--- src/rtl/rv_lsu_wb_if.sv ---
// Wishbone classic master/slave signal bundle used by the rv_lsu_wb data-side port.
interface rv_lsu_wb_if #(
   parameter int ADDR_W = 32,
   parameter int DATA_W = 32
);
   logic [ADDR_W-1:0]   o_wb_adr;
   logic [DATA_W-1:0]   o_wb_dat;
   logic [DATA_W-1:0]   i_wb_dat;
   logic                o_wb_we;
   logic [DATA_W/8-1:0] o_wb_sel;
   logic                o_wb_stb;
   logic                o_wb_cyc;
   logic                i_wb_ack;
   logic                i_wb_err;

   modport master (
      output o_wb_adr, o_wb_dat, o_wb_we, o_wb_sel, o_wb_stb, o_wb_cyc,
      input  i_wb_dat, i_wb_ack, i_wb_err
   );

   modport slave (
      input  o_wb_adr, o_wb_dat, o_wb_we, o_wb_sel, o_wb_stb, o_wb_cyc,
      output i_wb_dat, i_wb_ack, i_wb_err
   );
endinterface

--- src/rtl/rv_lsu_wb.sv ---
// Load/store unit: routes core accesses to a 1-cycle TCM or a Wishbone master,
// with lane steering, load extension, misalignment and bus timeout reporting.
module rv_lsu_wb #(
   parameter int ADDR_W      = 32,
   parameter int DATA_W      = 32,
   parameter int TCM_ADDR_W  = 12,
   parameter int TCM_SEL_HI  = 31,
   parameter int TCM_SEL_LO  = 28,
   parameter int TCM_SEL_VAL = 0,
   parameter int TIMEOUT     = 16
) (
   input  logic                  i_clk,
   input  logic                  i_reset,
   input  logic                  i_req_valid,
   output logic                  o_req_ready,
   input  logic                  i_req_write,
   input  logic [2:0]            i_req_funct3,
   input  logic [ADDR_W-1:0]     i_req_addr,
   input  logic [DATA_W-1:0]     i_req_wdata,
   output logic                  o_rsp_valid,
   output logic [DATA_W-1:0]     o_rsp_data,
   output logic                  o_rsp_err,
   output logic                  o_tcm_sel,
   output logic                  o_tcm_we,
   output logic [TCM_ADDR_W-1:0] o_tcm_addr,
   output logic [DATA_W/8-1:0]   o_tcm_mask,
   output logic [DATA_W-1:0]     o_tcm_wdata,
   input  logic [DATA_W-1:0]     i_tcm_rdata,
   rv_lsu_wb_if.master           wb
);
   localparam int NB    = DATA_W / 8;
   localparam int OFF_W = $clog2(NB);
   localparam int SEL_W = TCM_SEL_HI - TCM_SEL_LO + 1;
   localparam int CNT_W = (TIMEOUT > 1) ? $clog2(TIMEOUT) : 1;
   localparam logic [SEL_W-1:0] SEL_VAL = SEL_W'(TCM_SEL_VAL);
   localparam logic [CNT_W-1:0] TO_LAST = CNT_W'((TIMEOUT > 0) ? TIMEOUT - 1 : 0);

   typedef enum logic [1:0] {S_IDLE = 2'd0, S_TCM = 2'd1, S_BUS = 2'd2, S_RESP = 2'd3} state_t;

   function automatic logic misaligned(input logic [1:0] sz, input logic [OFF_W-1:0] off);
      misaligned = 1'b0;
      for (int i = 0; i < OFF_W; i++) misaligned = misaligned | (off[i] & (i < int'(sz)));
   endfunction

   function automatic logic [NB-1:0] lane_mask(input logic [1:0] sz, input logic [OFF_W-1:0] off);
      int o;
      int n;
      o = int'(off);
      n = int'(32'd1 << sz);
      for (int i = 0; i < NB; i++) lane_mask[i] = (i >= o) && (i < o + n);
   endfunction

   // Low lane of the store data is replicated so any byte offset sees it.
   function automatic logic [DATA_W-1:0] store_rep(input logic [DATA_W-1:0] wd, input logic [1:0] sz);
      int n;
      n = int'(32'd1 << sz);
      for (int i = 0; i < NB; i++) store_rep[8*i +: 8] = wd[8*(i % n) +: 8];
   endfunction

   function automatic logic [DATA_W-1:0] load_fmt(input logic [DATA_W-1:0] raw, input logic [1:0] sz,
                                                  input logic uns, input logic [OFF_W-1:0] off);
      logic [DATA_W-1:0] sh;
      logic              fill;
      int                n;
      int                sb;
      sh   = raw >> {off, 3'b000};
      n    = int'(32'd1 << sz);
      sb   = (8 * n > DATA_W) ? DATA_W - 1 : 8 * n - 1;
      fill = ~uns & sh[sb];
      for (int i = 0; i < NB; i++) load_fmt[8*i +: 8] = (i < n) ? sh[8*i +: 8] : {8{fill}};
   endfunction

   state_t               state_r, state_s;
   logic                 write_r, uns_r, tcm_r, err_r;
   logic [1:0]           size_r;
   logic [OFF_W-1:0]     off_r;
   logic [CNT_W-1:0]     cnt_r;
   logic [DATA_W-1:0]    rdata_r;
   logic                 tcm_we_r;
   logic [TCM_ADDR_W-1:0] tcm_addr_r;
   logic [NB-1:0]        tcm_mask_r;
   logic [DATA_W-1:0]    tcm_wdata_r;
   logic [ADDR_W-1:0]    wb_adr_r;
   logic [DATA_W-1:0]    wb_dat_r;
   logic                 wb_we_r;
   logic [NB-1:0]        wb_sel_r;

   logic                 accept_s, bad_s, is_tcm_s, timeout_s;
   logic [1:0]           size_s;
   logic [OFF_W-1:0]     off_s;

   assign size_s    = i_req_funct3[1:0];
   assign off_s     = i_req_addr[OFF_W-1:0];
   assign accept_s  = i_req_valid && (state_r == S_IDLE);
   assign bad_s     = misaligned(size_s, off_s) || ((size_s == 2'd3) && (DATA_W < 64));
   assign is_tcm_s  = (i_req_addr[TCM_SEL_HI:TCM_SEL_LO] == SEL_VAL);
   assign timeout_s = (TIMEOUT != 0) && (cnt_r == TO_LAST);

   // Next-state decode; err has priority over ack, and ack over timeout.
   always_comb begin
      state_s = state_r;
      case (state_r)
         S_IDLE: begin
            if (!accept_s)     state_s = S_IDLE;
            else if (bad_s)    state_s = S_RESP;
            else if (is_tcm_s) state_s = S_TCM;
            else               state_s = S_BUS;
         end
         S_TCM:  state_s = S_RESP;
         S_BUS: begin
            if (wb.i_wb_err || wb.i_wb_ack || timeout_s) state_s = S_RESP;
            else                                         state_s = S_BUS;
         end
         S_RESP: state_s = S_IDLE;
         default: state_s = S_IDLE;
      endcase
   end

   // State register.
   always_ff @(posedge i_clk) begin
      if (i_reset) state_r <= S_IDLE;
      else         state_r <= state_s;
   end

   // Request capture, TCM/WB output registers, bus completion and timeout counter.
   always_ff @(posedge i_clk) begin
      if (i_reset) begin
         write_r     <= 1'b0;
         uns_r       <= 1'b0;
         tcm_r       <= 1'b0;
         err_r       <= 1'b0;
         size_r      <= 2'd0;
         off_r       <= '0;
         cnt_r       <= '0;
         rdata_r     <= '0;
         tcm_we_r    <= 1'b0;
         tcm_addr_r  <= '0;
         tcm_mask_r  <= '0;
         tcm_wdata_r <= '0;
         wb_adr_r    <= '0;
         wb_dat_r    <= '0;
         wb_we_r     <= 1'b0;
         wb_sel_r    <= '0;
      end else if (accept_s) begin
         write_r <= i_req_write;
         uns_r   <= i_req_funct3[2];
         size_r  <= size_s;
         off_r   <= off_s;
         tcm_r   <= is_tcm_s;
         err_r   <= bad_s;
         cnt_r   <= '0;
         if (is_tcm_s) begin
            tcm_we_r    <= i_req_write;
            tcm_addr_r  <= i_req_addr[OFF_W +: TCM_ADDR_W];
            tcm_mask_r  <= lane_mask(size_s, off_s);
            tcm_wdata_r <= store_rep(i_req_wdata, size_s);
         end else begin
            wb_adr_r <= {i_req_addr[ADDR_W-1:OFF_W], {OFF_W{1'b0}}};
            wb_dat_r <= store_rep(i_req_wdata, size_s);
            wb_we_r  <= i_req_write;
            wb_sel_r <= lane_mask(size_s, off_s);
         end
      end else if (state_r == S_BUS) begin
         if (wb.i_wb_err)      err_r   <= 1'b1;
         else if (wb.i_wb_ack) rdata_r <= wb.i_wb_dat;
         else if (timeout_s)   err_r   <= 1'b1;
         else                  cnt_r   <= cnt_r + CNT_W'(1);
      end else begin
         cnt_r <= cnt_r;
      end
   end

   // TCM load data arrives in RESP and is formatted without an extra register stage.
   always_comb begin
      o_rsp_data = '0;
      if (o_rsp_valid && !write_r && !err_r)
         o_rsp_data = load_fmt(tcm_r ? i_tcm_rdata : rdata_r, size_r, uns_r, off_r);
      else
         o_rsp_data = '0;
   end

   assign o_req_ready  = ~i_reset & (state_r == S_IDLE);
   assign o_rsp_valid  = ~i_reset & (state_r == S_RESP);
   assign o_rsp_err    = o_rsp_valid & err_r;
   assign o_tcm_sel    = ~i_reset & (state_r == S_TCM);
   assign o_tcm_we     = tcm_we_r;
   assign o_tcm_addr   = tcm_addr_r;
   assign o_tcm_mask   = tcm_mask_r;
   assign o_tcm_wdata  = tcm_wdata_r;
   assign wb.o_wb_adr  = wb_adr_r;
   assign wb.o_wb_dat  = wb_dat_r;
   assign wb.o_wb_we   = wb_we_r;
   assign wb.o_wb_sel  = wb_sel_r;
   assign wb.o_wb_cyc  = ~i_reset & (state_r == S_BUS);
   assign wb.o_wb_stb  = ~i_reset & (state_r == S_BUS);
endmodule

--- src/flat_wrapper.sv ---
// flat-port wrapper written by rule: the top's interface ports become plain ports
module rv_lsu_wb_flat 
#(
   parameter int ADDR_W      = 32,
   parameter int DATA_W      = 32,
   parameter int TCM_ADDR_W  = 12,
   parameter int TCM_SEL_HI  = 31,
   parameter int TCM_SEL_LO  = 28,
   parameter int TCM_SEL_VAL = 0,
   parameter int TIMEOUT     = 16
)
  (i_clk, i_reset, i_req_valid, o_req_ready, i_req_write, i_req_funct3, i_req_addr, i_req_wdata, o_rsp_valid, o_rsp_data, o_rsp_err, o_tcm_sel, o_tcm_we, o_tcm_addr, o_tcm_mask, o_tcm_wdata, i_tcm_rdata, wb_o_wb_adr, wb_o_wb_dat, wb_o_wb_we, wb_o_wb_sel, wb_o_wb_stb, wb_o_wb_cyc, wb_i_wb_dat, wb_i_wb_ack, wb_i_wb_err);
  rv_lsu_wb_if #(.ADDR_W(ADDR_W), .DATA_W(DATA_W)) wb_i ();
  input  logic i_clk;
  input  logic i_reset;
  input  logic i_req_valid;
  output logic o_req_ready;
  input  logic i_req_write;
  input  logic [2:0] i_req_funct3;
  input  logic [ADDR_W-1:0] i_req_addr;
  input  logic [DATA_W-1:0] i_req_wdata;
  output logic o_rsp_valid;
  output logic [DATA_W-1:0] o_rsp_data;
  output logic o_rsp_err;
  output logic o_tcm_sel;
  output logic o_tcm_we;
  output logic [TCM_ADDR_W-1:0] o_tcm_addr;
  output logic [DATA_W/8-1:0] o_tcm_mask;
  output logic [DATA_W-1:0] o_tcm_wdata;
  input  logic [DATA_W-1:0] i_tcm_rdata;
  output wire logic [$bits(wb_i.o_wb_adr)-1:0] wb_o_wb_adr;
  output wire logic [$bits(wb_i.o_wb_dat)-1:0] wb_o_wb_dat;
  output wire logic [$bits(wb_i.o_wb_we)-1:0] wb_o_wb_we;
  output wire logic [$bits(wb_i.o_wb_sel)-1:0] wb_o_wb_sel;
  output wire logic [$bits(wb_i.o_wb_stb)-1:0] wb_o_wb_stb;
  output wire logic [$bits(wb_i.o_wb_cyc)-1:0] wb_o_wb_cyc;
  input wire logic [$bits(wb_i.i_wb_dat)-1:0] wb_i_wb_dat;
  input wire logic [$bits(wb_i.i_wb_ack)-1:0] wb_i_wb_ack;
  input wire logic [$bits(wb_i.i_wb_err)-1:0] wb_i_wb_err;
  assign wb_o_wb_adr = wb_i.o_wb_adr;
  assign wb_o_wb_dat = wb_i.o_wb_dat;
  assign wb_o_wb_we = wb_i.o_wb_we;
  assign wb_o_wb_sel = wb_i.o_wb_sel;
  assign wb_o_wb_stb = wb_i.o_wb_stb;
  assign wb_o_wb_cyc = wb_i.o_wb_cyc;
  assign wb_i.i_wb_dat = wb_i_wb_dat;
  assign wb_i.i_wb_ack = wb_i_wb_ack;
  assign wb_i.i_wb_err = wb_i_wb_err;
  rv_lsu_wb #(.ADDR_W(ADDR_W), .DATA_W(DATA_W), .TCM_ADDR_W(TCM_ADDR_W), .TCM_SEL_HI(TCM_SEL_HI), .TCM_SEL_LO(TCM_SEL_LO), .TCM_SEL_VAL(TCM_SEL_VAL), .TIMEOUT(TIMEOUT)) u_core (.i_clk(i_clk), .i_reset(i_reset), .i_req_valid(i_req_valid), .o_req_ready(o_req_ready), .i_req_write(i_req_write), .i_req_funct3(i_req_funct3), .i_req_addr(i_req_addr), .i_req_wdata(i_req_wdata), .o_rsp_valid(o_rsp_valid), .o_rsp_data(o_rsp_data), .o_rsp_err(o_rsp_err), .o_tcm_sel(o_tcm_sel), .o_tcm_we(o_tcm_we), .o_tcm_addr(o_tcm_addr), .o_tcm_mask(o_tcm_mask), .o_tcm_wdata(o_tcm_wdata), .i_tcm_rdata(i_tcm_rdata), .wb(wb_i));
endmodule
--- config.mk ---
export PLATFORM = sky130hd
export DESIGN_NAME = rv_lsu_wb_flat
export DESIGN_NICKNAME = d
export VERILOG_FILES = /design/src/rtl/rv_lsu_wb_if.sv /design/src/rtl/rv_lsu_wb.sv /design/src/flat_wrapper.sv
export SDC_FILE = /design/constraint.sdc
export NUM_CORES = 1
export LEC_CHECK = 0
export CAP_MARGIN = 5
export CELL_PAD_IN_SITES_DETAIL_PLACEMENT = 1
export CELL_PAD_IN_SITES_GLOBAL_PLACEMENT = 2
export CORE_ASPECT_RATIO = 0.7
export CORE_UTILIZATION = 28
export DETAILED_ROUTE_END_ITERATION = 8
export PLACE_DENSITY = 0.88
export SLEW_MARGIN = 10
export SYNTH_ARGS = -nofsm -noshare
export SYNTH_HDL_FRONTEND = slang
export SYNTH_SLANG_ARGS = --single-unit
--- constraint.sdc ---
create_clock -name i_clk -period 11.3 [get_ports i_clk]
set_clock_uncertainty 0.1 [all_clocks]
set_input_delay 2.26 -clock i_clk [delete_from_list [all_inputs] [get_ports i_clk]]
set_output_delay 2.26 -clock i_clk [all_outputs]
set_load 0.01 [all_outputs]
**Yosys cells after proc, flatten, opt, wreduce, memory -nomap -nowiden**

Index checks and enable logic that the tools add are counted.
W data, S select, Z words.

- Register bits after elaboration: 162
- Bits of input ports: 137
- Output and inout bits: 156
- Word-level logic and storage cells: 109

- $add $sub $neg: 3
- Div/mod/pow operators: 4
- Order comparisons: 15
- Equal/unequal tests: 6
- Shift operators: 7
- Multiplexer cells: 20
- Bitwise operators: 16
- Reduce and logical (&&, ||, !) cells: 21

Operators by type and width:

| operator | count |
|---|---|
| $lt A3 B32 Y1 const A | 4 |
| $shiftx A32 B32 Y8 | 4 |
| $mux W32 | 3 |
| $lt A1 B32 Y1 const A | 2 |
| $lt A2 B32 Y1 const A | 2 |
| $mod A3 B32 Y32 const A | 2 |
| $shl A1 B2 Y32 const A | 2 |
| $add A3 B32 Y32 | 1 |
| $gt A32 B7 Y1 const B | 1 |
| $lt A32 B7 Y1 const B | 1 |
| $mod A1 B32 Y32 const A | 1 |
| $mod A2 B32 Y32 const A | 1 |
| $mux W8 | 4 |
| $shr A32 B5 Y32 | 1 |
| $sub A32 B2 Y32 const B | 1 |
| $and A1 B1 Y1 | 8 |
| $mux W1 | 8 |
| $pmux W2 S4 | 1 |
| $reduce_and A4 Y1 | 2 |
| $not A1 Y1 | 7 |
| $eq A2 B2 Y1 const B | 3 |
| $logic_and A1 B1 Y1 | 6 |
| $mux W2 | 3 |
| $bmux W1 S5 | 1 |
| 17 further kinds | 23 |

**Longest topological paths before layout**

- Depth in word-level cells: 9
- Mapped depth: 15

**Worst setup path after synthesis**

OpenSTA, ideal clock, no wires.

- Path kind: input -> output
- Start: input port i_tcm_rdata[15]
- End: output port o_rsp_data[21]
- Arrival: 3.666 ns
- Slack: 5.274 ns
- Stages: 7
- Path through: mux2_2 > mux2i_1 > o221a_2 > o31ai_1 > nand3_1 > clkbuf_1 > a21oi_1

- Cells in the longest elaborated chain, start to end: 8

RTL lines:

| what | RTL line | RTL |
|---|---|---|
| start, declared | flat_wrapper.sv:30 | `input logic [DATA_W-1:0] i_tcm_rdata;` |
| $mux W32 | rv_lsu_wb.sv:177 | `o_rsp_data = load_fmt(tcm_r ? i_tcm_rdata : rdata_r, size_r, uns_r, off_r);` |
| $shr A32 B5 Y32 | rv_lsu_wb.sv:66 | `sh = raw >> {off, 3'b000};` |
| $bmux W1 S5 | rv_lsu_wb.sv:69 | `fill = ~uns & sh[sb];` |
| $mux W1 (not written as such) (2 in a row) | rv_lsu_wb.sv:69 |  |
| $and A1 B1 Y1 | rv_lsu_wb.sv:69 |  |
| $mux W8 | rv_lsu_wb.sv:70 | `for (int i = 0; i < NB; i++) load_fmt[8*i +: 8] = (i < n) ? sh[8*i +: 8] : {8{fill}};` |
| $mux W32 | rv_lsu_wb.sv:176 | `if (o_rsp_valid && !write_r && !err_r)` |
| end, declared | flat_wrapper.sv:23 | `output logic [DATA_W-1:0] o_rsp_data;` |

No other way between the ends. The select of a mux whose other input is x is not followed.

**Final worst setup path**

- Start: input port i_tcm_rdata[31]
- End: output port o_rsp_data[27]

The elaborated chain is that of the path after synthesis.

==> out/qor.yml <==
status: "complete, no violations"
path_max_fanout: 16
drv_slew: 0
ys_ff_latch: 162
num_rows: 53
yosysUniqueCellTypes: 62
netlist_area_sq_um: 8620
cts_setup_buffers: 0
hp-class: "register to register"
clk_latency_ns: 0.45
synthXorXnorAreaFrac: 0.00305
port_buffers: 290
root_buffer: "clkbuf_16"
yosysSeqAreaShare: 0.376
cts_sinks: 162
clk_pin_slew_ns: 0.07
r2r_start: "u_core.state_r[1]$_SDFF_PP0_"
min_from: "u_core.rdata_r[3]$_SDFFE_PP0P_"
required_ns: 8.94
cts_hold_buf: 0
die_w_um: 212
synth_top_family_by_area: "compound AO/OA/AOI/OAI gates"
drive_gt1_frac: 0.0774
place_area_sq_um: 11800
period_minus_slack_ns: 7.44
core_area_sq_um: 30200
ctsResizeCount: 0
route.detailed.drc: 0
synth-adder-area-share: 0.0342
synth_ff_type: "dfxtp_1"
grt_pass1_wl_um: 51800
dp_hpwl_um: 25900
grt_pass1_vias: 8497
gr-total-overflow: 0
yosysWarnings: 0
clockBufferDepth: 2
layout.nets: 1401
tritoncts: "done"
synth_compound_area_frac: 0.243
critPathLaunchType: "input port"
p_leak_nw: 4.26
area.growth.synth_to_final_pct: 43.6
final_common_cell: "clkdlybuf4s50_1"
wl_met2_um: 15300
globalRouteTotalUtil: 0.218
dp_cells: 1634
setup.worst_path.start: "i_tcm_rdata[31]"
r2r_cells: 8
firstDrtPassIters: 5
viasPerCell: 5.27
synth_cells: 1000
dieArea_sq_um: 31500
rsz0062_at_grt: "no"
vias: 8784
dr.max_layer_used: "met5"
globalplace.congestion: 0.922
final_cell_mix: "clkdlybuf4s50_1, nand2_1, dfxtp_1, a21oi_1, nor2_1"
numCtsBuffers: 17
postRouteAntennaNets: 0
critPathCaptureType: "output pin"
finalCritPeriodShare: 0.659
cp.arrival_ns: 5.08
maxCapViolations: 0
nFillCells: 3437
ctsHtreeMaxLevel: 4
power_density_nw_per_um2: 147
wl_met1_um: 17000
wirelength_um: 35100
synth_async_sr_flop_share: 0
synth_mux_area_frac: 0.130
ir_drop_mv: 0.0920
grt_max_degree: 72
wire_per_inst_um: 21.0
syn_area_per_cell_sq_um: 8.62
antenna_found_initial: 2
postLayoutCoreUtil: 0.410
worst_pin_slew_ns: 1.14
maxSlewHeadroom: 0.216
fin_cells: 1667
wl_met3_um: 2100
die_height_um: 149
holdPathStages: 2
setup_viol: 0
pin_count: 293
crit_type: "input port to output pin"
drt_iter0_markers: 569
synth_edf_count: 0
setup_tns_ns: 0
power.total_mw: 1.83
start_util: 0.286
final_area_sq_um: 12400
fmax_mhz: 134
yosys.area_share.simple: 0.162
hold_violations: 0
[where the power goes]
part / internal [mW] / switching, mW
clock network: 0.319 / 0.266
logic: 0.255 / 0.319
registers: 0.626 / 0.0403
[Yosys cell counts (5+ instances only)]
cell type  count  share of area
a211oi_1       7         0.0061
a21oi_1      118          0.068
a22o_1        41          0.042
a31oi_1       10         0.0073
a32o_1         8         0.0093
and2_1         7         0.0051
buf_1         13         0.0057
buf_2          6         0.0035
buf_4          5         0.0044
clkbuf_1      54          0.024
dfxtp_1      162           0.38
ha_1          22          0.032
inv_1         20         0.0087
mux2_2         7         0.0091
mux2i_1       37          0.043
mux4_2        30          0.078
nand2_1      174          0.076
nand2b_1      17          0.012
nand3_1       20          0.012
nor2_1        63          0.027
nor2b_1       11         0.0080
nor3_1         9         0.0052
o211ai_1      41          0.036
o21ai_0       42          0.024
o221ai_1       7         0.0071
o32ai_1        8         0.0081
or4_1          8         0.0070
[routing by layer]
metal	vias up	track usage
met2	254	0.323
met3	37	0.0571
li1	4103	-
met1	4388	0.308
met5	-	0
met4	2	0.0667
[sequential cells by signal, summed over array words and instances (netlist names), 4 cells and up]
| register | cells |
|---|---|
| u_core.o_tcm_mask | 4 |
| u_core.o_tcm_wdata | 32 |
| u_core.wb.o_wb_adr | 30 |
| u_core.wb.o_wb_dat | 32 |
| u_core.wb.o_wb_sel | 4 |
| u_core.cnt_r | 4 |
| u_core.o_tcm_addr | 12 |
| u_core.rdata_r | 32 |
[worst max-delay path: stages]
cell             delay [ns]
clkdlybuf4s50_1        0.45
mux2i_1                0.13
nand2_1                0.10
o21ai_0                0.12
mux2i_1                0.25
nor2_1                 0.08
o31ai_1                0.32
nand3_1                0.50
a21oi_1                0.30
clkdlybuf4s50_1        0.57
[per-stage QoR]
stage	setup WS (ns)	hold WS (ns)
2_1_floorplan	5.27	0.333
3_3_place_gp	4.06	0.340
3_5_place_dp	3.79	0.344
4_1_cts	3.92	0.353
5_1_grt	3.65	0.372
6_report	3.86	0.353
[cells by family after synthesis]
family                   after synthesis
other                                  1
adder cells (fa/ha/maj)               23
multiplexers                          74
buffers and inverters                104
flip-flops                           162
AO/OA/AOI/OAI                        312
XOR/XNOR                               3
AND/OR/NAND/NOR                      321
[worst paths after layout]
kind / slack [ns] / endpoint
min reg2reg: 0.35 / u_core.rdata_r[3]$_SDFFE_PP0P_
max: 3.86 / o_rsp_data[27]
max reg2reg: 7.72 / u_core.o_tcm_wdata[6]$_SDFFE_PP0P_
min: 0.35 / u_core.rdata_r[3]$_SDFFE_PP0P_
[area by class of cell]
type,instances,area [sq um],share of cell area
clock inverter,12,121,0.00980
sequential,162,3240,0.262
inverter,23,86.3,0.00697
multi-input combinational,735,4960,0.401
tap,412,515,0.0416
clock buffer,20,457,0.0369
antenna,1,2.50,0.000202
timing repair buffer,302,2990,0.242
(Power assumes the default switching activity.)
